<file path="config.mk">
export PLATFORM = sky130hd
export DESIGN_NAME = oq_mem_scheduler
export DESIGN_NICKNAME = d
export VERILOG_FILES = /design/src/rtl/oq_pkg.sv /design/src/rtl/oq_rr_arbiter.sv /design/src/rtl/oq_mem_scheduler.sv
export SDC_FILE = /design/constraint.sdc
export NUM_CORES = 1
export LEC_CHECK = 0
export ABC_AREA = 1
export CAP_MARGIN = 20
export CORE_MARGIN = 4
export CORE_UTILIZATION = 50
export DETAILED_ROUTE_END_ITERATION = 7
export PLACE_DENSITY = 0.75
export SYNTH_ARGS = -nofsm -noshare
export SYNTH_HDL_FRONTEND = slang
export SYNTH_HIERARCHICAL = 1
export SYNTH_SLANG_ARGS = --single-unit
export TNS_END_PERCENT = 30
</file>
<file path="constraint.sdc">
create_clock -name clk -period 9.8 [get_ports clk]
set_clock_uncertainty 0.2 [all_clocks]
set_input_delay 1.96 -clock clk [delete_from_list [all_inputs] [get_ports clk]]
set_output_delay 1.96 -clock clk [all_outputs]
set_load 0.02 [all_outputs]
</file>
<file path="src/rtl/oq_pkg.sv">
// Shared constants, base-address helper and FSM state type for the
// output-queue SRAM scheduler.
package oq_pkg;

  localparam int unsigned NUM_QUEUES     = 5;
  localparam int unsigned QUEUE_ID_WIDTH = 3;
  localparam int unsigned MEM_ADDR_WIDTH = 19;
  localparam int unsigned MEM_NUM_WORDS  = 524288;
  localparam int unsigned QUEUE_SIZE     = MEM_NUM_WORDS / NUM_QUEUES;
  localparam int unsigned PTR_WIDTH      = $clog2(QUEUE_SIZE);
  localparam int unsigned CNT_WIDTH      = $clog2(QUEUE_SIZE + 1);

  typedef enum logic {
    ARB = 1'b0,
    CMD = 1'b1
  } state_t;

  // Elaboration-time base address of a queue region.
  function automatic int unsigned queue_base(input int unsigned q, input int unsigned size);
    return q * size;
  endfunction

endpackage

</file>
<file path="src/rtl/oq_rr_arbiter.sv">
// Combinational round-robin arbiter: search starts one past the last grant.
module oq_rr_arbiter #(
  parameter int unsigned N   = oq_pkg::NUM_QUEUES,
  parameter int unsigned IDW = oq_pkg::QUEUE_ID_WIDTH
) (
  input  logic [N-1:0]   req,
  input  logic [IDW-1:0] last_grant,
  output logic [N-1:0]   grant,
  output logic           valid
);

  localparam int unsigned IW = (N > 1) ? $clog2(N) : 1;

  int unsigned idx;

  always_comb begin
    grant = '0;
    valid = 1'b0;
    idx   = 0;
    for (int unsigned i = 1; i <= N; i++) begin
      idx = 32'(last_grant) + i;
      if (idx >= N) idx = idx - N;
      if (!valid && req[IW'(idx)]) begin
        grant[IW'(idx)] = 1'b1;
        valid           = 1'b1;
      end
    end
  end

endmodule

</file>
<file path="src/rtl/oq_mem_scheduler.sv">
// Schedules single-word writes and reads of several circular output queues
// that share one SRAM, with one command outstanding at a time.
module oq_mem_scheduler #(
  parameter int unsigned NUM_QUEUES     = oq_pkg::NUM_QUEUES,
  parameter int unsigned QUEUE_ID_WIDTH = oq_pkg::QUEUE_ID_WIDTH,
  parameter int unsigned MEM_ADDR_WIDTH = oq_pkg::MEM_ADDR_WIDTH,
  parameter int unsigned QUEUE_SIZE     = oq_pkg::QUEUE_SIZE
) (
  input  logic                      clk,
  input  logic                      reset,
  input  logic                      wr_req,
  input  logic [QUEUE_ID_WIDTH-1:0] wr_qid,
  output logic                      wr_grant,
  output logic                      wr_drop,
  input  logic [NUM_QUEUES-1:0]     rd_ready,
  output logic [NUM_QUEUES-1:0]     rd_issue,
  output logic                      mem_cmd_valid,
  input  logic                      mem_cmd_ready,
  output logic                      mem_cmd_we,
  output logic [MEM_ADDR_WIDTH-1:0] mem_cmd_addr,
  output logic [QUEUE_ID_WIDTH-1:0] mem_cmd_qid,
  output logic [NUM_QUEUES-1:0]     q_empty,
  output logic [NUM_QUEUES-1:0]     q_full
);

  import oq_pkg::*;

  localparam int unsigned PTR_W = $clog2(QUEUE_SIZE);
  localparam int unsigned CNT_W = $clog2(QUEUE_SIZE + 1);

  state_t state, state_n;

  logic [PTR_W-1:0]          wr_ptr [NUM_QUEUES];
  logic [PTR_W-1:0]          rd_ptr [NUM_QUEUES];
  logic [CNT_W-1:0]          count  [NUM_QUEUES];
  logic [MEM_ADDR_WIDTH-1:0] base   [NUM_QUEUES];

  logic                      prio_wr;
  logic [QUEUE_ID_WIDTH-1:0] last_rd;
  logic [NUM_QUEUES-1:0]     rd_req, rd_grant;
  logic                      rd_valid;
  logic [QUEUE_ID_WIDTH-1:0] rd_qid;
  logic                      wr_ok, wr_full, wr_elig;
  logic                      take_wr, take_rd, drop_c, toggle, handshake;

  function automatic logic [PTR_W-1:0] ptr_next(input logic [PTR_W-1:0] p);
    return (p == PTR_W'(QUEUE_SIZE - 1)) ? '0 : p + PTR_W'(1);
  endfunction

  // Constant region bases and status flags per queue.
  for (genvar g = 0; g < NUM_QUEUES; g++) begin : g_queue
    assign base[g]    = MEM_ADDR_WIDTH'(queue_base(g, QUEUE_SIZE));
    assign q_empty[g] = (count[g] == '0);
    assign q_full[g]  = (count[g] == CNT_W'(QUEUE_SIZE));
    assign rd_req[g]  = rd_ready[g] & ~q_empty[g];
  end

  assign wr_ok   = (32'(wr_qid) < NUM_QUEUES);
  assign wr_full = wr_ok ? q_full[wr_qid] : 1'b0;
  assign wr_elig = wr_req & wr_ok & ~wr_full;

  oq_rr_arbiter #(
    .N   (NUM_QUEUES),
    .IDW (QUEUE_ID_WIDTH)
  ) u_rr (
    .req        (rd_req),
    .last_grant (last_rd),
    .grant      (rd_grant),
    .valid      (rd_valid)
  );

  always_comb begin
    rd_qid = '0;
    for (int i = 0; i < NUM_QUEUES; i++) begin
      if (rd_grant[i]) rd_qid = QUEUE_ID_WIDTH'(i);
    end
  end

  always_ff @(posedge clk or posedge reset) begin
    if (reset) state <= ARB;
    else       state <= state_n;
  end

  // A rejected write consumes the arbitration cycle; contested picks alternate.
  always_comb begin
    state_n   = state;
    take_wr   = 1'b0;
    take_rd   = 1'b0;
    drop_c    = 1'b0;
    toggle    = 1'b0;
    handshake = 1'b0;
    unique case (state)
      ARB: begin
        if (wr_req && !wr_elig) begin
          drop_c = 1'b1;
        end else if (wr_elig && rd_valid) begin
          take_wr = prio_wr;
          take_rd = ~prio_wr;
          toggle  = 1'b1;
          state_n = CMD;
        end else if (wr_elig) begin
          take_wr = 1'b1;
          state_n = CMD;
        end else if (rd_valid) begin
          take_rd = 1'b1;
          state_n = CMD;
        end
      end
      CMD: begin
        if (mem_cmd_ready) begin
          handshake = 1'b1;
          state_n   = ARB;
        end
      end
    endcase
  end

  always_ff @(posedge clk or posedge reset) begin
    if (reset) begin
      for (int i = 0; i < NUM_QUEUES; i++) begin
        wr_ptr[i] <= '0;
        rd_ptr[i] <= '0;
        count[i]  <= '0;
      end
      prio_wr       <= 1'b1;
      last_rd       <= QUEUE_ID_WIDTH'(NUM_QUEUES - 1);
      mem_cmd_valid <= 1'b0;
      mem_cmd_we    <= 1'b0;
      mem_cmd_addr  <= '0;
      mem_cmd_qid   <= '0;
      wr_grant      <= 1'b0;
      wr_drop       <= 1'b0;
      rd_issue      <= '0;
    end else begin
      wr_grant <= 1'b0;
      wr_drop  <= drop_c;
      rd_issue <= '0;
      if (toggle) prio_wr <= ~prio_wr;
      if (take_wr) begin
        mem_cmd_valid <= 1'b1;
        mem_cmd_we    <= 1'b1;
        mem_cmd_qid   <= wr_qid;
        mem_cmd_addr  <= base[wr_qid] + MEM_ADDR_WIDTH'(wr_ptr[wr_qid]);
      end
      if (take_rd) begin
        mem_cmd_valid <= 1'b1;
        mem_cmd_we    <= 1'b0;
        mem_cmd_qid   <= rd_qid;
        mem_cmd_addr  <= base[rd_qid] + MEM_ADDR_WIDTH'(rd_ptr[rd_qid]);
        last_rd       <= rd_qid;
      end
      // Pointer/count update happens only on acceptance, so inc and dec never collide.
      if (handshake) begin
        mem_cmd_valid <= 1'b0;
        if (mem_cmd_we) begin
          wr_ptr[mem_cmd_qid] <= ptr_next(wr_ptr[mem_cmd_qid]);
          count[mem_cmd_qid]  <= count[mem_cmd_qid] + CNT_W'(1);
          wr_grant            <= 1'b1;
        end else begin
          rd_ptr[mem_cmd_qid] <= ptr_next(rd_ptr[mem_cmd_qid]);
          count[mem_cmd_qid]  <= count[mem_cmd_qid] - CNT_W'(1);
          rd_issue            <= NUM_QUEUES'(1) << mem_cmd_qid;
        end
      end
    end
  end

endmodule

</file>
======== Yosys cells after proc, flatten, opt, wreduce, memory -nomap -nowiden ========
Memory sizes are Yosys's and may differ from the RTL's.
Cells that the tools add are included.
word-level totals
  output and inout bits ................... 41
  bits in registers ....................... 291
  memories ................................ 2
  latch bits .............................. 0
  bits in writable memories ............... 0
  logic and storage cells ................. 224
  memory bits (read-only) ................. 304
memories
  memory            words  width  rd ports  clocked after memory_dff  write ports  RTL line                 RTL
  (name not given)  8      19     1         0                         0            oq_mem_scheduler.sv:149  mem_cmd_addr <= base[rd_qid] + MEM_ADDR_WIDTH'(rd_ptr[rd_qid]);
  (name not given)  8      19     1         0                         0            oq_mem_scheduler.sv:143  mem_cmd_addr <= base[wr_qid] + MEM_ADDR_WIDTH'(wr_ptr[wr_qid]);
operators by class
  shifts and indexed selects .............. 1
  add/subtract/negate cells ............... 16
  equality and inequality tests ........... 7
  $mul .................................... 0
  reductions and logical operators ........ 26
  divide/modulo/power cells ............... 0
  bitwise gates (word level) .............. 23
  muxes and demuxes ....................... 103
  order comparisons ....................... 21
operators with widths
  operator                                                               count
  85-bit bitwise mux                                                     4
  17-bit binary-select mux with 3-bit select                             5
  17-bit 2-to-1 mux                                                      13
  17-bit equality test, second input constant                            7
  19-bit 2-to-1 mux                                                      6
  17-bit zero test                                                       5
  85-bit 2-to-1 mux                                                      1
  17-bit by 1-bit adder with 17-bit output, second input constant        3
  17-bit demux with 3-bit select                                         1
  1-bit 2-to-1 mux                                                       44
  19-bit by 17-bit adder with 19-bit output                              2
  5-bit 2-to-1 mux                                                       7
  3-bit 2-to-1 mux                                                       10
  3-bit by 4-bit < comparator with 1-bit output, second input constant   6
  4-bit by 3-bit >= comparator with 1-bit output, second input constant  5
  5-bit bitwise OR                                                       4
  1-bit binary-select mux with 3-bit select                              6
  17-bit by 1-bit subtractor with 17-bit output, second input constant   1
  1-bit demux with 3-bit select                                          5
  3-bit by 1-bit >= comparator with 1-bit output, second input constant  5
  3-bit subtractor, second input constant                                5
  4-bit >= comparator, second input constant                             3
  1-bit logical AND                                                      12
  3-bit inverter with 4-bit output                                       3
  other kinds (13)                                                       34

======== Longest topological paths before layout ========
  depth in word-level cells ............... 28
  depth in mapped cells ................... 44

======== Cells and area by module ========
Netlist, hierarchy kept.
modules (own cells, without submodules)
  module            instances  cells each  area an instance (um^2)
  oq_mem_scheduler  1          2789        19089.6
  oq_rr_arbiter     1          222         1187.4

======== Worst setup path after synthesis ========
Ideal clock, no wire load.
  path type ............................... input to register
  start point ............................. input port rd_ready[0]
  end point ............................... register mem_cmd_addr[17]
  stages on the path ...................... 31
  data required time ...................... 9483 ps
  arrival ................................. 5936 ps
  setup time .............................. 117 ps
  slack ................................... 3547 ps
  cell sequence ........................... nand2b_1 > inv_1 > inv_1 > nand3_1 > nand2_1 > nand2_1 > nand2_1 > nand2_1 > nand2_1 > nand3_4 > nor2_4 > buf_6 > nand4_1 > nand3_1 > clkbuf_1 > inv_1 > nand2_1 > clkbuf_1 > buf_1 > ha_1 > nor2_1 > ha_1 > a21o_1 > nor2_1 > nor2_1 > a2111oi_0 > nand3_1 > nand3_1 > nand2_1 > nand2_1 > nand2_1
on the way
  elaborated cells on any way between the ends .. 56
  classes of those cells .................. add/sub: 1; mux: 38; bitwise: 6; reduce/logical: 10; memory: 1
RTL lines
  element                                                                                           RTL line                 RTL
  from (decl)                                                                                       oq_mem_scheduler.sv:15   input logic [NUM_QUEUES-1:0] rd_ready,
  1-bit AND *                                                                                       oq_mem_scheduler.sv:55   assign rd_req[g] = rd_ready[g] & ~q_empty[g];
  named net rd_req[0]                                                                               oq_mem_scheduler.sv:40   logic [NUM_QUEUES-1:0] rd_req, rd_grant;
  1-bit binary-select mux with 3-bit select                                                         oq_rr_arbiter.sv:23      if (!valid && req[IW'(idx)]) begin
  1-bit 2-to-1 mux (not written as such)                                                            oq_rr_arbiter.sv:23
  1-bit 2-to-1 mux                                                                                  oq_rr_arbiter.sv:23
  1-bit zero test                                                                                   oq_rr_arbiter.sv:23
  1-bit logical AND                                                                                 oq_rr_arbiter.sv:23
  1-bit 2-to-1 mux                                                                                  oq_rr_arbiter.sv:23
  [8 not listed]                                                                                    -
  5-bit 2-to-1 mux *                                                                                oq_rr_arbiter.sv:23
  named net rd_grant[4]                                                                             oq_mem_scheduler.sv:40
  3-bit 2-to-1 mux *                                                                                oq_mem_scheduler.sv:75   if (rd_grant[i]) rd_qid = QUEUE_ID_WIDTH'(i);
  3-bit inverter with 4-bit output (not written as such) *                                          oq_mem_scheduler.sv:149
  memory 8 x 19 bit / 17-bit binary-select mux with 3-bit select (equally long branches)            -
  19-bit 2-to-1 mux (not written as such) / 17-bit 2-to-1 mux (equally long branches) (2 in a row)  oq_mem_scheduler.sv:149
  19-bit by 17-bit adder with 19-bit output *                                                       oq_mem_scheduler.sv:149
  19-bit 2-to-1 mux *                                                                               oq_mem_scheduler.sv:145  if (take_rd) begin
  to (signal assigned)                                                                              oq_mem_scheduler.sv:143
  to (signal assigned)                                                                              oq_mem_scheduler.sv:149
  to (decl)                                                                                         oq_mem_scheduler.sv:20   output logic [MEM_ADDR_WIDTH-1:0] mem_cmd_addr,
Mark *: on every way through the listed nets, which the timed path passes. The rest lies on a longest branch. The select of a mux whose other input is x is not followed.
A chain may end at the register's enable or synchronous reset.

======== Worst setup path in the final report ========
  start point ............................. input port rd_ready[3]
  end point ............................... register mem_cmd_addr[17]
The elaborated chain is that of the path after synthesis.

==> run_summary.xml <==
<?xml version="1.0" encoding="UTF-8"?>
<metrics>
  <group name="die">
    <metric name="die_area" unit="um2">43700</metric>
    <metric name="start_util" unit="">0.508</metric>
    <metric name="dieHeight" unit="um">209</metric>
    <metric name="io_pins" unit="">53</metric>
    <metric name="die_w" unit="um">209</metric>
    <metric name="fp.coreArea" unit="um2">39800</metric>
    <metric name="fp-row-count" unit="">73</metric>
  </group>
  <group name="sta">
    <metric name="max_freq" unit="MHz">140</metric>
    <metric name="final.setup.tns" unit="ps">0</metric>
    <metric name="rsz_0062_raised_after_global_routing" unit="">false</metric>
    <metric name="layout_min_cycle_time" unit="ps">7140</metric>
    <metric name="slew_headroom" unit="">0.254</metric>
    <metric name="pin_slew_with_the_least_headroom_to_its_limit" unit="ps">1120</metric>
    <metric name="worst_path_setup_slack_after_routing" unit="ps">2660</metric>
    <metric name="layout_worst_path_cycle_share" unit="">0.729</metric>
    <metric name="timing.final.max_slew_violations" unit="">0</metric>
    <metric name="hold_violations" unit="">0</metric>
    <metric name="setup_viol" unit="">0</metric>
  </group>
  <group name="setup_path">
    <metric name="crit_slowest_cell" unit="">sky130_fd_sc_hd__clkdlybuf4s50_1</metric>
    <metric name="critical_path_depth" unit="">34</metric>
    <metric name="path_max_fanout" unit="">31</metric>
    <metric name="critical-path-max-stage-delay" unit="ps">560</metric>
    <metric name="critical_path_buf_inv_count" unit="">8</metric>
    <metric name="worst_path_dominant_cell_family" unit="">buffers and inverters</metric>
    <metric name="cp.arrival" unit="ps">7380</metric>
    <metric name="worstSetupPathType" unit="">in -&gt; reg</metric>
    <metric name="worst_reg_to_reg_path_cell_count" unit="">38</metric>
    <metric name="cpMostUsedCell" unit="">sky130_fd_sc_hd__nand2_1</metric>
    <metric name="critical_path.endpoint_type" unit="">register</metric>
    <metric name="crit_path_required_time" unit="ps">10030</metric>
    <metric name="setup.worst_path.start_class" unit="">primary input</metric>
  </group>
  <group name="clocking">
    <metric name="cts_max_level" unit="">2</metric>
    <metric name="source_to_sink_clock_delay_at_the_later_pin_of_the_worst_skew_pair" unit="ps">560</metric>
    <metric name="clock_sink_count" unit="">291</metric>
    <metric name="tritoncts_clock_tree" unit="">done</metric>
    <metric name="cts_root_buf" unit="">sky130_fd_sc_hd__clkbuf_16</metric>
    <metric name="max-clock-path-buffers" unit="">3</metric>
    <metric name="clk_pin_slew" unit="ps">60</metric>
    <metric name="post_cts.resized_instances" unit="">0</metric>
    <metric name="cts_hold_buffers" unit="">0</metric>
    <metric name="post-cts-setup-buffer-count" unit="">0</metric>
    <metric name="tritoncts.num_buffers" unit="">35</metric>
  </group>
  <group name="job">
    <metric name="drv_cap" unit="">0</metric>
  </group>
  <group name="placement">
    <metric name="post-dp-hpwl" unit="mm">51.3</metric>
    <metric name="numPortBuffers" unit="">52</metric>
    <metric name="pre_cts_slack" unit="ps">1820</metric>
    <metric name="place_congestion" unit="">1.01</metric>
    <metric name="place_inst" unit="">3494</metric>
  </group>
  <group name="finish">
    <metric name="areaGrowthSynthToFinish" unit="%">10.4</metric>
    <metric name="mostFrequentLayoutCells" unit="">1037 x sky130_fd_sc_hd__nand2_1, 289 x sky130_fd_sc_hd__dfrtp_1, 250 x sky130_fd_sc_hd__nor2_1</metric>
    <metric name="finish.cell_count_without_fillers" unit="">3558</metric>
    <metric name="post_route_cells_drive_above_1_share" unit="">0.0676</metric>
    <metric name="nNetsFinal" unit="">3075</metric>
    <metric name="layout.cells.most_common" unit="">sky130_fd_sc_hd__nand2_1</metric>
    <metric name="diodes" unit="">0</metric>
  </group>
  <group name="route">
    <metric name="count_of_nets_left_with_antenna_violations_after_detail_routing" unit="">0</metric>
    <metric name="per_cell_routed_wire_length" unit="um">20.3</metric>
    <metric name="first_pass_iters" unit="">8</metric>
    <metric name="avgViaCountPerCell" unit="">6.07</metric>
    <metric name="drt_drc_violations_left" unit="">1</metric>
    <metric name="route.vias.total" unit="">21600</metric>
    <metric name="drt_wl_total" unit="mm">72.1</metric>
    <metric name="drt_first_iter_violations" unit="">2414</metric>
  </group>
  <group name="synthesis">
    <metric name="syn-cell-area" unit="um2">20200</metric>
    <metric name="syn_nets" unit="">3068</metric>
    <metric name="netlist_instances" unit="">3001</metric>
    <metric name="yosys_warnings" unit="">6</metric>
    <metric name="avgSynthCellArea" unit="um2">6.74</metric>
  </group>
  <group name="global_route">
    <metric name="initial_antenna_violation_count" unit="">1</metric>
    <metric name="largest_net_degree_at_the_start_of_global_routing" unit="">201</metric>
    <metric name="grt_overflow" unit="">0</metric>
    <metric name="grt_pass1_wl" unit="mm">113</metric>
    <metric name="grt_use_total" unit="">0.319</metric>
    <metric name="first_global_vias" unit="">20600</metric>
  </group>
  <group name="outcome">
    <metric name="violations" unit="">DRC</metric>
    <metric name="outcome" unit="">complete, but fails checks</metric>
  </group>
  <group name="min_path">
    <metric name="worstHoldPathCells" unit="">2</metric>
    <metric name="min-delay-path-class" unit="">reg -&gt; reg</metric>
  </group>
</metrics>
==> worst paths after layout <==
kind / startpoint / slack [ps] / to
setup / recovery: rd_ready[3] / 2660 / mem_cmd_addr[17]
hold / removal: mem_cmd_addr[8] / 280 / mem_cmd_addr[8]
setup reg to reg: count[40] / 2720 / mem_cmd_addr[17]
hold reg to reg: mem_cmd_addr[8] / 280 / mem_cmd_addr[8]
max in group asynchronous: reset / 6200 / mem_cmd_addr[8]
min in group asynchronous: reset / 1660 / count[23]
==> area by class of cell <==
class / instances / area, um2
Clock buffer: 49 / 1010
Clock inverter: 13 / 149
Fill cell: 3900 / 17500
Inverter: 257 / 972
Multi-Input combinational cell: 2348 / 11500
Sequential cell: 291 / 7280
Tap cell: 525 / 657
Timing Repair Buffer: 75 / 723
==> flip-flops by register name (all words and copies together), names as in the netlist, named ones only <==
register       count
wr_drop            1
mem_cmd_we         1
rd_ptr            85
rd_issue           5
last_rd            3
wr_ptr            85
state              1
mem_cmd_qid        3
wr_grant           1
mem_cmd_addr      19
prio_wr            1
mem_cmd_valid      1
count             80
==> stage by stage <==
stage | hold WS [ps] | instance area [um2] | utilization
final | 280 | 22300 | 0.561
after global routing | 307 | 22300 | 0.561
after CTS | 285 | 22300 | 0.560
after detailed placement | 270 | 21100 | 0.531
after global placement | 264 | 21100 | 0.531
after floorplan | 249 | 20200 | -
==> worst min-delay path: stages, from the launching register on <==
cell and delay (ps):
sky130_fd_sc_hd__dfrtp_1 340, sky130_fd_sc_hd__nand2_1 50, sky130_fd_sc_hd__nand2_1 50
==> metal layers <==
metal,share of wire,global-route usage,routed length [um],vias to the layer above
li1,-,-,-,9976
met1,0.40,0.426,29200,10200
met2,0.45,0.504,32400,1231
met3,0.10,0.0727,7260,244
met4,0.045,0.130,3220,2
met5,0.00018,0,13,-
Power is not shown: default switching activity piles up to over one toggle a cycle in this logic, so the estimate is an artifact.
